File: src/rtl/cnn_pkg.sv
// Shared types and constants for the CNN frame sequencer.
package cnn_pkg;

  localparam int unsigned CLASS_W = 4;
  localparam int unsigned XY_W    = 5;
  localparam logic [CLASS_W-1:0] TIMEOUT_CLASS = 4'hF;

  typedef enum logic [2:0] {
    ST_IDLE,
    ST_START,
    ST_LOAD,
    ST_WAIT,
    ST_REPORT
  } state_e;

  typedef struct packed {
    logic [CLASS_W-1:0] cls;
    logic               correct;
    logic               timeout;
  } res_t;

endpackage

File: src/rtl/cnn_frame_sequencer_if.sv
// Row-source, CNN and result-consumer signals seen by the frame sequencer.
interface cnn_frame_sequencer_if #(
  parameter int unsigned ROW_W = 200,
  parameter int unsigned CNT_W = 16
) ();

  logic                        EN;
  logic                        ROW_VALID;
  logic                        ROW_READY;
  logic [ROW_W-1:0]            ROW_DATA;
  logic [cnn_pkg::CLASS_W-1:0] ROW_LABEL;
  logic                        CNN_START;
  logic [cnn_pkg::XY_W-1:0]    CNN_X;
  logic [cnn_pkg::XY_W-1:0]    CNN_Y;
  logic [ROW_W-1:0]            CNN_IMGIN;
  logic                        CNN_ROW_VALID;
  logic                        CNN_DONE;
  logic [cnn_pkg::CLASS_W-1:0] CNN_OUT;
  logic                        RES_VALID;
  logic                        RES_READY;
  logic [cnn_pkg::CLASS_W-1:0] RES_CLASS;
  logic                        RES_CORRECT;
  logic                        RES_TIMEOUT;
  logic [CNT_W-1:0]            IMG_CNT;
  logic [CNT_W-1:0]            ERR_CNT;

  modport master (
    input  EN, ROW_VALID, ROW_DATA, ROW_LABEL, CNN_DONE, CNN_OUT, RES_READY,
    output ROW_READY, CNN_START, CNN_X, CNN_Y, CNN_IMGIN, CNN_ROW_VALID,
           RES_VALID, RES_CLASS, RES_CORRECT, RES_TIMEOUT, IMG_CNT, ERR_CNT
  );

  modport slave (
    output EN, ROW_VALID, ROW_DATA, ROW_LABEL, CNN_DONE, CNN_OUT, RES_READY,
    input  ROW_READY, CNN_START, CNN_X, CNN_Y, CNN_IMGIN, CNN_ROW_VALID,
           RES_VALID, RES_CLASS, RES_CORRECT, RES_TIMEOUT, IMG_CNT, ERR_CNT
  );

endinterface

File: src/rtl/sat_counter.sv
// Up-counter with synchronous clear that sticks at all-ones.
module sat_counter #(
  parameter int unsigned WIDTH = 16
) (
  input  logic             clk_i,
  input  logic             clr_i,
  input  logic             inc_i,
  output logic [WIDTH-1:0] cnt_o
);

  logic [WIDTH-1:0] cnt_q, cnt_d;

  always_comb begin
    cnt_d = cnt_q;
    if (inc_i && !(&cnt_q)) cnt_d = cnt_q + WIDTH'(1);
  end

  always_ff @(posedge clk_i) begin
    if (clr_i) cnt_q <= '0;
    else       cnt_q <= cnt_d;
  end

  assign cnt_o = cnt_q;

endmodule

File: src/rtl/cnn_frame_sequencer.sv
// Sequences image rows into the CNN, waits for its class and reports
// one scored result per image with running image/error counts.
module cnn_frame_sequencer
  import cnn_pkg::*;
#(
  parameter int unsigned ROW_W   = 200,
  parameter int unsigned ROWS    = 28,
  parameter int unsigned TIMEOUT = 1024,
  parameter int unsigned CNT_W   = 16
) (
  input  logic                  CLK,
  input  logic                  RST,
  cnn_frame_sequencer_if.master bus
);

  localparam int unsigned ROW_CNT_W = (ROWS > 1) ? $clog2(ROWS) : 1;
  localparam int unsigned TMO_W     = (TIMEOUT > 1) ? $clog2(TIMEOUT) : 1;

  state_e               state_q, state_d;
  logic [ROW_CNT_W-1:0] row_cnt_q, row_cnt_d;
  logic [TMO_W-1:0]     tmo_cnt_q, tmo_cnt_d;
  logic [CLASS_W-1:0]   label_q, label_d;
  logic [ROW_W-1:0]     imgin_q, imgin_d;
  logic [XY_W-1:0]      y_q, y_d;
  logic [XY_W-1:0]      x_q, x_d;
  res_t                 res_q, res_d;
  logic                 start_q, start_d;
  logic                 ready_q, ready_d;
  logic                 row_valid_q, row_valid_d;
  logic                 res_valid_q, res_valid_d;
  logic                 img_inc_c, err_inc_c, row_acc_c;

  assign row_acc_c = bus.ROW_VALID & ready_q;

  // Next-state, datapath and registered-output decode.
  always_comb begin
    state_d     = state_q;
    row_cnt_d   = row_cnt_q;
    tmo_cnt_d   = tmo_cnt_q;
    label_d     = label_q;
    imgin_d     = imgin_q;
    y_d         = y_q;
    x_d         = x_q;
    res_d       = res_q;
    row_valid_d = 1'b0;
    img_inc_c   = 1'b0;
    err_inc_c   = 1'b0;

    case (state_q)
      ST_IDLE: begin
        if (bus.EN) state_d = ST_START;
      end
      ST_START: begin
        row_cnt_d = '0;
        state_d   = ST_LOAD;
      end
      ST_LOAD: begin
        if (row_acc_c) begin
          imgin_d     = bus.ROW_DATA;
          y_d         = XY_W'(row_cnt_q);
          row_valid_d = 1'b1;
          row_cnt_d   = row_cnt_q + ROW_CNT_W'(1);
          if (row_cnt_q == '0) label_d = bus.ROW_LABEL;
          if (row_cnt_q == ROW_CNT_W'(ROWS - 1)) begin
            tmo_cnt_d = '0;
            state_d   = ST_WAIT;
          end
        end
      end
      ST_WAIT: begin
        tmo_cnt_d = tmo_cnt_q + TMO_W'(1);
        // A DONE arriving on the expiry cycle still counts as a real result.
        if (bus.CNN_DONE) begin
          res_d.cls     = bus.CNN_OUT;
          res_d.correct = (bus.CNN_OUT == label_q);
          res_d.timeout = 1'b0;
          state_d       = ST_REPORT;
        end else if (tmo_cnt_q == TMO_W'(TIMEOUT - 1)) begin
          res_d.cls     = TIMEOUT_CLASS;
          res_d.correct = 1'b0;
          res_d.timeout = 1'b1;
          state_d       = ST_REPORT;
        end
      end
      ST_REPORT: begin
        if (bus.RES_READY) begin
          img_inc_c = 1'b1;
          err_inc_c = ~res_q.correct;
          x_d       = x_q + XY_W'(1);
          state_d   = bus.EN ? ST_START : ST_IDLE;
        end
      end
      default: state_d = ST_IDLE;
    endcase

    start_d     = (state_d == ST_START);
    ready_d     = (state_d == ST_LOAD);
    res_valid_d = (state_d == ST_REPORT);
  end

  always_ff @(posedge CLK) begin
    if (RST) begin
      state_q     <= ST_IDLE;
      row_cnt_q   <= '0;
      tmo_cnt_q   <= '0;
      label_q     <= '0;
      imgin_q     <= '0;
      y_q         <= '0;
      x_q         <= '0;
      res_q       <= '0;
      start_q     <= 1'b0;
      ready_q     <= 1'b0;
      row_valid_q <= 1'b0;
      res_valid_q <= 1'b0;
    end else begin
      state_q     <= state_d;
      row_cnt_q   <= row_cnt_d;
      tmo_cnt_q   <= tmo_cnt_d;
      label_q     <= label_d;
      imgin_q     <= imgin_d;
      y_q         <= y_d;
      x_q         <= x_d;
      res_q       <= res_d;
      start_q     <= start_d;
      ready_q     <= ready_d;
      row_valid_q <= row_valid_d;
      res_valid_q <= res_valid_d;
    end
  end

  sat_counter #(.WIDTH(CNT_W)) u_img_cnt (
    .clk_i (CLK),
    .clr_i (RST),
    .inc_i (img_inc_c),
    .cnt_o (bus.IMG_CNT)
  );

  sat_counter #(.WIDTH(CNT_W)) u_err_cnt (
    .clk_i (CLK),
    .clr_i (RST),
    .inc_i (err_inc_c),
    .cnt_o (bus.ERR_CNT)
  );

  assign bus.ROW_READY     = ready_q;
  assign bus.CNN_START     = start_q;
  assign bus.CNN_X         = x_q;
  assign bus.CNN_Y         = y_q;
  assign bus.CNN_IMGIN     = imgin_q;
  assign bus.CNN_ROW_VALID = row_valid_q;
  assign bus.RES_VALID     = res_valid_q;
  assign bus.RES_CLASS     = res_q.cls;
  assign bus.RES_CORRECT   = res_q.correct;
  assign bus.RES_TIMEOUT   = res_q.timeout;

endmodule

File: src/flat_wrapper.sv
// flat-port wrapper written by rule: the top's interface ports become plain ports
module cnn_frame_sequencer_flat import cnn_pkg::*;
#(
  parameter int unsigned ROW_W   = 200,
  parameter int unsigned ROWS    = 28,
  parameter int unsigned TIMEOUT = 1024,
  parameter int unsigned CNT_W   = 16
)
  (CLK, RST, bus_EN, bus_ROW_VALID, bus_ROW_DATA, bus_ROW_LABEL, bus_CNN_DONE, bus_CNN_OUT, bus_RES_READY, bus_ROW_READY, bus_CNN_START, bus_CNN_X, bus_CNN_Y, bus_CNN_IMGIN, bus_CNN_ROW_VALID, bus_RES_VALID, bus_RES_CLASS, bus_RES_CORRECT, bus_RES_TIMEOUT, bus_IMG_CNT, bus_ERR_CNT);
  cnn_frame_sequencer_if #(.ROW_W(ROW_W), .CNT_W(CNT_W)) bus_i ();
  input  logic CLK;
  input  logic RST;
  input wire logic [$bits(bus_i.EN)-1:0] bus_EN;
  input wire logic [$bits(bus_i.ROW_VALID)-1:0] bus_ROW_VALID;
  input wire logic [$bits(bus_i.ROW_DATA)-1:0] bus_ROW_DATA;
  input wire logic [$bits(bus_i.ROW_LABEL)-1:0] bus_ROW_LABEL;
  input wire logic [$bits(bus_i.CNN_DONE)-1:0] bus_CNN_DONE;
  input wire logic [$bits(bus_i.CNN_OUT)-1:0] bus_CNN_OUT;
  input wire logic [$bits(bus_i.RES_READY)-1:0] bus_RES_READY;
  output wire logic [$bits(bus_i.ROW_READY)-1:0] bus_ROW_READY;
  output wire logic [$bits(bus_i.CNN_START)-1:0] bus_CNN_START;
  output wire logic [$bits(bus_i.CNN_X)-1:0] bus_CNN_X;
  output wire logic [$bits(bus_i.CNN_Y)-1:0] bus_CNN_Y;
  output wire logic [$bits(bus_i.CNN_IMGIN)-1:0] bus_CNN_IMGIN;
  output wire logic [$bits(bus_i.CNN_ROW_VALID)-1:0] bus_CNN_ROW_VALID;
  output wire logic [$bits(bus_i.RES_VALID)-1:0] bus_RES_VALID;
  output wire logic [$bits(bus_i.RES_CLASS)-1:0] bus_RES_CLASS;
  output wire logic [$bits(bus_i.RES_CORRECT)-1:0] bus_RES_CORRECT;
  output wire logic [$bits(bus_i.RES_TIMEOUT)-1:0] bus_RES_TIMEOUT;
  output wire logic [$bits(bus_i.IMG_CNT)-1:0] bus_IMG_CNT;
  output wire logic [$bits(bus_i.ERR_CNT)-1:0] bus_ERR_CNT;
  assign bus_i.EN = bus_EN;
  assign bus_i.ROW_VALID = bus_ROW_VALID;
  assign bus_i.ROW_DATA = bus_ROW_DATA;
  assign bus_i.ROW_LABEL = bus_ROW_LABEL;
  assign bus_i.CNN_DONE = bus_CNN_DONE;
  assign bus_i.CNN_OUT = bus_CNN_OUT;
  assign bus_i.RES_READY = bus_RES_READY;
  assign bus_ROW_READY = bus_i.ROW_READY;
  assign bus_CNN_START = bus_i.CNN_START;
  assign bus_CNN_X = bus_i.CNN_X;
  assign bus_CNN_Y = bus_i.CNN_Y;
  assign bus_CNN_IMGIN = bus_i.CNN_IMGIN;
  assign bus_CNN_ROW_VALID = bus_i.CNN_ROW_VALID;
  assign bus_RES_VALID = bus_i.RES_VALID;
  assign bus_RES_CLASS = bus_i.RES_CLASS;
  assign bus_RES_CORRECT = bus_i.RES_CORRECT;
  assign bus_RES_TIMEOUT = bus_i.RES_TIMEOUT;
  assign bus_IMG_CNT = bus_i.IMG_CNT;
  assign bus_ERR_CNT = bus_i.ERR_CNT;
  cnn_frame_sequencer #(.ROW_W(ROW_W), .ROWS(ROWS), .TIMEOUT(TIMEOUT), .CNT_W(CNT_W)) u_core (.CLK(CLK), .RST(RST), .bus(bus_i));
endmodule
File: config.mk
export PLATFORM = sky130hd
export DESIGN_NAME = cnn_frame_sequencer_flat
export DESIGN_NICKNAME = d
export VERILOG_FILES = /design/src/rtl/cnn_pkg.sv /design/src/rtl/cnn_frame_sequencer_if.sv /design/src/rtl/sat_counter.sv /design/src/rtl/cnn_frame_sequencer.sv /design/src/flat_wrapper.sv
export SDC_FILE = /design/constraint.sdc
export NUM_CORES = 1
export LEC_CHECK = 0
export BUFFER_PORTS_ARGS = -buffer_cell sky130_fd_sc_hd__buf_4
export CAP_MARGIN = 0
export CORE_AREA = 2 2 180 182
export CTS_CLUSTER_DIAMETER = 120
export DETAILED_ROUTE_END_ITERATION = 8
export DIE_AREA = 0 0 182 184
export GPL_ROUTABILITY_DRIVEN = 0
export PLACE_DENSITY = 0.55
export SLEW_MARGIN = 5
export SYNTH_ARGS = -nofsm -noshare
export SYNTH_HDL_FRONTEND = slang
export SYNTH_SLANG_ARGS = --single-unit
File: constraint.sdc
create_clock -name CLK -period 2.8 [get_ports CLK]
set_input_delay 0.28 -clock CLK [delete_from_list [all_inputs] [get_ports CLK]]
set_output_delay 0.28 -clock CLK [all_outputs]
set_load 0.05 [all_outputs]
* Yosys cells after proc, flatten, opt, wreduce, memory -nomap -nowiden
Cells that the tools add are included.
Word-level totals: output and inout port bits 252, input bits 214, register bits after elaboration 274, logic and storage cells 74
Operators by class: equality and inequality tests 12, add/subtract/negate cells 5, bitwise operators 3, reduce and logical (&&, ||, !) cells 18, mux-type cells 20
Operator list (count):
- adder 16 x 1 -> 16 bit, second input constant | 2
- AND reduction 16 bit | 2
- 2-to-1 mux 10 bit | 2
- one-hot mux 10 bit (2 select lines) | 1
- 2-to-1 mux 3 bit | 6
- one-hot mux 3 bit (5 select lines) | 1
- 2-to-1 mux 6 bit | 2
- adder 10 x 1 -> 10 bit, second input constant | 1
- adder 5 x 1 -> 5 bit, second input constant | 2
- == test 10 bit, second input constant | 1
- one-hot mux 5 bit (2 select lines) | 1
- == test 3 x 2 -> 1 bit, second input constant | 3
- AND reduction 2 bit | 4
- == test 3 x 1 -> 1 bit, second input constant | 2
- == test 3 bit, second input constant | 2
- 2-to-1 mux 1 bit | 6
- AND reduction 3 bit | 2
- nonzero test 2 bit | 3
- == test 5 bit, second input constant | 1
- zero test 5 bit | 1
- 2-to-1 mux 5 bit | 1
- == test 4 bit | 1
- inequality test 2 x 1 -> 1 bit, second input constant | 2
- zero test 3 bit | 1
- 5 further kinds | 8

* Logic depth before layout (Yosys ltp)
Gate-level depths: netlist of the first run.
word-level depth 5, gate-level depth with buffers 8, depth with buffers taken out 6

* Hierarchy
From an unflattened synthesis of the first run, not the netlist that was laid out.
Second synthesis, totals: cells, all modules 1256, area, all modules 10313.6 µm²
By module, submodules not included:
- cnn_frame_sequencer | area each 8647.0 µm², times used 1, seq. area each 4844.6 µm², cells each 1064
- sat_counter | area each 833.3 µm², times used 2, seq. area each 320.3 µm², cells each 96

* Worst setup path before layout of the first run
OpenSTA, ideal clock, no wires.
kind register -> register, start register u_core.u_err_cnt.cnt_q[2] (netlist: u_core.u_err_cnt.cnt_o[2]), end register u_core.u_err_cnt.cnt_q[15] (netlist: u_core.u_err_cnt.cnt_o[15]), stages on the path, launching flop included 6, path slack 443 ps, library setup time 123 ps, clock period less this slack 2357 ps, arrival 2233 ps, path buffers 1, required time 2677 ps, cells stage by stage dfxtp_1 -> and4_1 -> or3b_1 -> buf_2 -> or4b_1 -> mux2_1
On the way: cells in the longest elaborated chain, start to end 3, elaborated cells on any way between the ends 4, classes of those cells add/sub (1); reduce/logical (3)
RTL lines:
- from (decl) | line sat_counter.sv:11 | logic [WIDTH-1:0] cnt_q, cnt_d;
- from (signal assigned) | line sat_counter.sv:20 | else cnt_q <= cnt_d;
- parallel branches: the longest is 3 deep, another holds adder 16 x 1 -> 16 bit
Parallel ways; which one is timed is not known. A chain may end at the register's enable or synchronous reset.

* Final worst setup path of the first run
start register u_core.state_q[2], end register u_core.u_img_cnt.cnt_q[15] (netlist: u_core.u_img_cnt.cnt_o[15])
On the way: cells in the longest elaborated chain, start to end 3
RTL lines:
- from (decl) | line cnn_frame_sequencer.sv:19 | state_e state_q, state_d;
- from (signal assigned) | line cnn_frame_sequencer.sv:116 | state_q <= state_d;
- == test 3 bit | line cnn_frame_sequencer.sv:49 | case (state_q)
- 2-to-1 mux 1 bit | line cnn_frame_sequencer.sv:49
- logical AND 1 bit | line sat_counter.sv:15 | if (inc_i && !(&cnt_q)) cnt_d = cnt_q + WIDTH'(1);
- to (signal assigned) | line sat_counter.sv:20
- to (decl) | line sat_counter.sv:11
No other way between the ends.

==> summary.md, run 1 <==
| Metric | Value |
|---|---|
| Status | completed |
| Share of layout cells above drive strength 1 | 28.3% |
| Longest Clk Path Bufs | 3 |
| Worst VDD drop | 0.000431 V |
| Setup Skew | 14.1 ps |
| CTS tree | built |
| Initial antenna violation count | 2 |
| Worst min path class | input port to register |
| Drt pass-1 iters | 5 |
| Worst skew pair latency | 560 ps |
| Unrepaired setup endpoints after global routing | false |
| #FFs+latches synth | 274 |
| Starting DRT DRC Count | 623 |
| Dpl hpwl | 25,700 um |
| WL final | 37,700 um |
| First-pass GRT wire length | 58,200 um |
| CTS Buf Count | 31 |
| Vias | 11,100 |
| Avg Synthesized Cell Area | 8.11 sq um |
| Port buffer count | 465 |
| Clock transition at path regs | 60 ps |
| Setup CP Type | register to register |
| Largest net degree at the start of global routing | 99 |
| Wire per inst | 16.2 um |
| Fillcell total | 2,878 |
| Critical Path Start Type | register |
| WP data required | 3270 ps |
| Number of global-route vias before repair | 11,000 |
| Seq/Total Area, Yosys | 53.1% |
| Actual slew at the worst max-slew pin | 694 ps |
| Post-synthesis cell count | 1,273 |
| Post-route cell area | 17,200 sq um |
| Netlist cell types | 53 |
| Placed Area | 14,200 sq um |
| Sink Count | 274 |
| Postcts setup bufs | 0 |
| Resize count post-CTS | 0 |
| Final hold violations | 0 |
| DRC viols | 0 |
| Root Buffer Master | clkbuf_16 |
| Synth warn | 0 |
| P per Cell Area | 510 nW/um^2 |
| Final Critical Period | 2290 ps |
| Number of flops mapped to enable cells by yosys | 0 |
| Worst Path Arrival | 2760 ps |
| Setup TNS | 0 ps |
| Initial Util | 32.9% |
| Antenna Violating Nets Remaining | 0 |
| Max Cap Viol | 0 |
| Final non-filler cell total | 2,325 |
| Die Y | 184 um |
| Max Freq | 438 MHz |
| Area grow syn2layout | 66.7% |
| Slew Limit Fails | 0 |
| Share of async-settable or async-resettable flops after synthesis | 0% |
| Leak | 6.96 nW |
| Synthesized area | 10,300 sq um |
| Hold WS | 19.7 ps |
| Inst Count DP | 2,071 |
| Max_slew headroom | 53.8% |
| Vias per Instance | 4.77 |
| Max H-tree Level | 1 |
| Final period utilization | 81.6% |
| CP endpoint kind | register |
| Core footprint | 31,400 sq um |
| CP max FO | 16 |
| Die X | 182 um |
| GRT overflow | 0 |
| Synth Net Count | 1,493 |
| Setup violators final | 0 |
| Die area | 33,500 sq um |
| # nets final | 2,119 |
| GRT Overall Usage | 21.2% |
| Power after layout | 8.78 mW |
| Post-synth top flop | dfxtp_1 |
| Ports | 466 |
| Row count | 65 |
## path summary, 6_finish.rpt
check / startpoint / to / slack, ps / cells after the start
worst min-delay path: bus_CNN_OUT[0] / u_core.bus.RES_CLASS[0] / 20 / 3
worst max register to register: u_core.state_q[2] / u_core.u_img_cnt.cnt_o[15] / 510 / 5
worst min register to register: u_core.bus.CNN_IMGIN[196] / u_core.bus.CNN_IMGIN[196] / 450 / 2
worst max-delay path: u_core.state_q[2] / u_core.u_img_cnt.cnt_o[15] / 510 / 5
## routing by layer
layer  part of all wire, %  global-route usage [%]
met4                   3.3                    7.32
met1                    39                    24.5
met5                     0                       0
met3                   7.7                    5.69
met2                    50                    37.7
## stage by stage
| step | utilization, % | setup slack (ps) |
|---|---|---|
| finish | 54.8 | 515 |
| CTS | 54.8 | 530 |
| global placement | 45.2 | 621 |
| floorplan | - | 443 |
| detailed placement | 45.2 | 539 |
| global route | 54.8 | 396 |
## power breakdown
part / switching [mW] / leakage [nW] / internal [mW]
registers: 0.0225 / 2.21 / 3.93
clock network: 1.63 / 0.511 / 2.43
logic: 0.329 / 4.24 / 0.441
## synthesized netlist by cell type (5+ instances only)
cell type,count,area (sq um)
xnor2_1,11,96.3
or3_1,9,56.3
or4_1,14,105
ha_1,6,75.1
o31ai_1,13,97.6
o21ai_0,7,35.0
xor2_1,9,78.8
nand4_1,15,93.8
inv_1,5,18.8
nor3_1,16,80.1
dfxtp_1,274,5490
nor4_1,10,62.6
nand2_1,431,1620
buf_2,32,160
mux2_1,5,56.3
nor2_1,39,146
clkbuf_1,51,191
nor2b_1,6,37.5
a21oi_1,241,1210
and4_1,5,43.8
nand3_1,13,65.1
## cell usage in the layout, fill, tap and decap left out, drive strengths merged, types with 5 or more instances in the layout
| cell | n |
|---|---|
| ha | 6 |
| mux2 | 6 |
| nor4 | 11 |
| dlygate4sd3 | 197 |
| o21ai | 7 |
| nor3 | 16 |
| and4 | 5 |
| nand3 | 13 |
| clkinv | 9 |
| nor2 | 39 |
| dfxtp | 274 |
| a21oi | 241 |
| or4 | 14 |
| or3 | 9 |
| xor2 | 9 |
| nand2 | 431 |
| nand4 | 16 |
| nor2b | 6 |
| xnor2 | 11 |
| inv | 5 |
| o31ai | 13 |
| clkbuf | 45 |
| buf | 482 |
## critical path: stages (launching register included)
cell and delay (ps):
dfxtp_1 530, nor4bb_2 490, buf_4 300, o2111ai_1 220, or4_1 510, a21oi_1 150
## registers in the layout, summed over array words and instances (netlist names)
| name | flops |
|---|---|
| u_core.bus.RES_VALID | 1 |
| u_core.tmo_cnt_q | 10 |
| u_core.bus.ROW_READY | 1 |
| u_core.bus.RES_CORRECT | 1 |
| u_core.state_q | 3 |
| u_core.label_q | 4 |
| u_core.row_cnt_q | 5 |
| u_core.bus.CNN_IMGIN | 200 |
| u_core.bus.CNN_X | 5 |
| u_core.bus.RES_CLASS | 4 |
| u_core.bus.CNN_ROW_VALID | 1 |
| u_core.bus.CNN_Y | 5 |
| u_core.u_err_cnt.cnt_o | 16 |
| u_core.bus.RES_TIMEOUT | 1 |
| u_core.bus.CNN_START | 1 |
| u_core.u_img_cnt.cnt_o | 16 |
## timing repair
item,CTS,global route
endpoints found under the hold margin,197,0
hold buffers,197,0
setup endpoints to repair,0,0
## cell type report
type	instances	area, sq um	area share, %
timing repair buffer	680	5720	33.2
sequential	274	5490	31.9
multi-input combinational	905	4430	25.7
clock buffer	44	915	5.32
tap	402	503	2.92
clock inverter	11	111	0.647
inverter	7	40.0	0.233
antenna	2	5.00	0.0291
## logic make-up (layout without fill, tap and decap cells)
group | Yosys count | count (layout) | share of synthesized area [%]
adders and majority gates | 6 | 6 | 0.727
DFF | 274 | 274 | 53.1
xor gates and xnor gates | 20 | 20 | 1.70
AOI/OAI and AO/OA | 279 | 279 | 14.4
buffers and inverters | 94 | 742 | 4.11
and+or+nand+nor | 590 | 590 | 24.9
other | 0 | 2 | 0
muxes | 10 | 10 | 1.04
Note: power is estimated with default switching activity, not from simulation.
==> run 2: changes to the inputs <==
- clock period: 2.8 -> 2.3 ns (I/O delays scaled with it)
==> run 2 against run 1 <==
  * Global-route usage increased by 0.17 points
  * Wire length increased by 0.72%
  * First-iteration DRC count decreased by 22%
  * Via count increased by 0.33%
  * Non-clock buffer count increased by 21
  * Largest cell class unchanged
  * Largest power group is now sequential cells
==> summary.md, run 2 (same netlist as run 1, synthesis figures left out) <==
| Metric | Value |
|---|---|
| Status | completed |
| Ports | 466 |
| Post-route cell area | 17,400 sq um |
| Reg2reg path depth | 4 |
| DRC viols | 0 |
| Setup violators final | 0 |
| Worst skew pair latency | 560 ps |
| # nets final | 2,140 |
| Unrepaired setup endpoints after global routing | false |
| Setup TNS | 0 ps |
| Hold WS | 15.1 ps |
| Initial Util | 32.9% |
| Longest Clk Path Bufs | 3 |
| Gr busiest metal | met2 |
| Die area | 33,500 sq um |
| Sink Count | 274 |
| DP Worst Slack | 259 ps |
| Fin worst setup slack | 231 ps |
| Actual slew at the worst max-slew pin | 568 ps |
| Hold Startpoint | bus_ROW_DATA[18] |
| Core footprint | 31,400 sq um |
| Dpl hpwl | 25,800 um |
| Root Buffer Master | clkbuf_16 |
| Met3 Use GR | 5.65% |
| Final non-filler cell total | 2,348 |
| Largest net degree at the start of global routing | 110 |
| Max H-tree Level | 1 |
| Max FFs per register | 200 |
| Number of global-route vias before repair | 10,900 |
| Setup CP Type | register to register |
| Power after layout | 10.5 mW |
| WP data required | 2740 ps |
| Starting DRT DRC Count | 487 |
| Critical Path Start Type | register |
| Vias per Instance | 4.74 |
| Final hold violations | 0 |
| CTS Hold Bufs | 208 |
| Placed Area | 14,300 sq um |
| Max_slew headroom | 61.9% |
| Slew Limit Fails | 0 |
| Max Cap Viol | 0 |
| Crit path launch | u_core.u_err_cnt.cnt_o[2] |
| GRT Overall Usage | 21.3% |
| First-pass GRT wire length | 58,300 um |
| Wire per inst | 16.2 um |
| CP max FO | 7 |
| Die X | 182 um |
| CTS Buf Count | 31 |
| Worst VDD drop | 0.000576 V |
| Final core occ | 55.3% |
| Port buffer count | 465 |
| Worst Hold Depth | 3 |
| Area grow syn2layout | 68.3% |
| Initial antenna violation count | 1 |
| Drt pass-1 iters | 6 |
| CP endpoint kind | register |
| P per Cell Area | 605 nW/um^2 |
| Max Freq | 483 MHz |
| GRT overflow | 0 |
| Final period utilization | 90.0% |
| Most common cell after layout, fill and taps aside | buf_4 |
| Resize count post-CTS | 0 |
| WL final | 38,000 um |
| CTS tree | built |
| Antenna Violating Nets Remaining | 0 |
| Share of layout cells above drive strength 1 | 28.7% |
| Fillcell total | 2,837 |
| Inst Count DP | 2,081 |
| GR Util met2 | 37.2% |
| Setup Skew | 11.0 ps |
| Commonest cells after routing, fill and taps aside | 482 x buf_4, 431 x nand2_1, 267 x dfxtp_1, 241 x a21oi_1, 208 x dlygate4sd3_1 |
| Postcts setup bufs | 0 |
| Final Critical Period | 2070 ps |
| Leak | 7.05 nW |
| Die Y | 184 um |
| Worst Path Arrival | 2510 ps |
| Clock transition at path regs | 60 ps |
| Vias | 11,100 |
| Hold EP | u_core.bus.CNN_IMGIN[18] |
| Met1 Use GR | 24.8% |
| Worst r2r src | u_core.u_err_cnt.cnt_o[2] |
| R2r setup slk | 230 ps |
| Worst R2R End | u_core.u_err_cnt.cnt_o[15] |
| Row count | 65 |
| Worst min path class | input port to register |
[run 2: cell types whose count changed in the layout (fill, tap and decap cells not counted)]
cell,previous run,this run
dfxtp_1,274,267
dlygate4sd3_1,197,208
inv_6,0,1
clkinv_4,1,0
clkinvlp_4,1,0
buf_12,9,10
clkinv_2,7,6
buf_4,473,482
clkbuf_1,4,9
dfxtp_2,0,7
bufinv_16,2,0
clkbuf_8,10,11
[run 2: final cells by class]
class	instances	area [sq um]	share of cell area, %
antenna	2	5.00	0.0288
clock buffer	50	947	5.45
clock inverter	7	38.8	0.223
inverter	7	40.0	0.230
multi-input combinational	905	4430	25.5
sequential	274	5490	31.6
tap	402	503	2.90
timing repair buffer	701	5910	34.0
[run 2: how the worst max path moves through the flow]
stage	cells after the start	end	slack [ps]
global placement	4	u_core.u_err_cnt.cnt_o[15]	270
CTS	4	u_core.u_err_cnt.cnt_o[15]	240
floorplan	5	u_core.u_err_cnt.cnt_o[15]	10
detailed placement	4	u_core.u_err_cnt.cnt_o[15]	260
finish	4	u_core.u_err_cnt.cnt_o[15]	230
global route	4	u_core.u_err_cnt.cnt_o[15]	140
[run 2: metal layers]
| metal | vias up | wire length, um | share of wire [%] |
|---|---|---|---|
| met4 | 0 | 1600 | 4.2 |
| met5 | - | 0 | 0 |
| met2 | 396 | 18200 | 48 |
| met3 | 79 | 2860 | 7.5 |
| li1 | 5580 | - | - |
| met1 | 5071 | 15400 | 40 |
[run 2: where the power goes]
part           internal, mW  switching, mW  leakage (nW)  total (mW)
Clock                  2.79           1.96         0.493        4.75
Combinational         0.554          0.412          4.34       0.965
Sequential             4.78         0.0208          2.21        4.80
[run 2: critical path, cell delays in order (launching register included)]
cell	delay, ps
dfxtp_2	380
and4_1	250
or3b_1	480
or4b_1	530
mux2_1	320
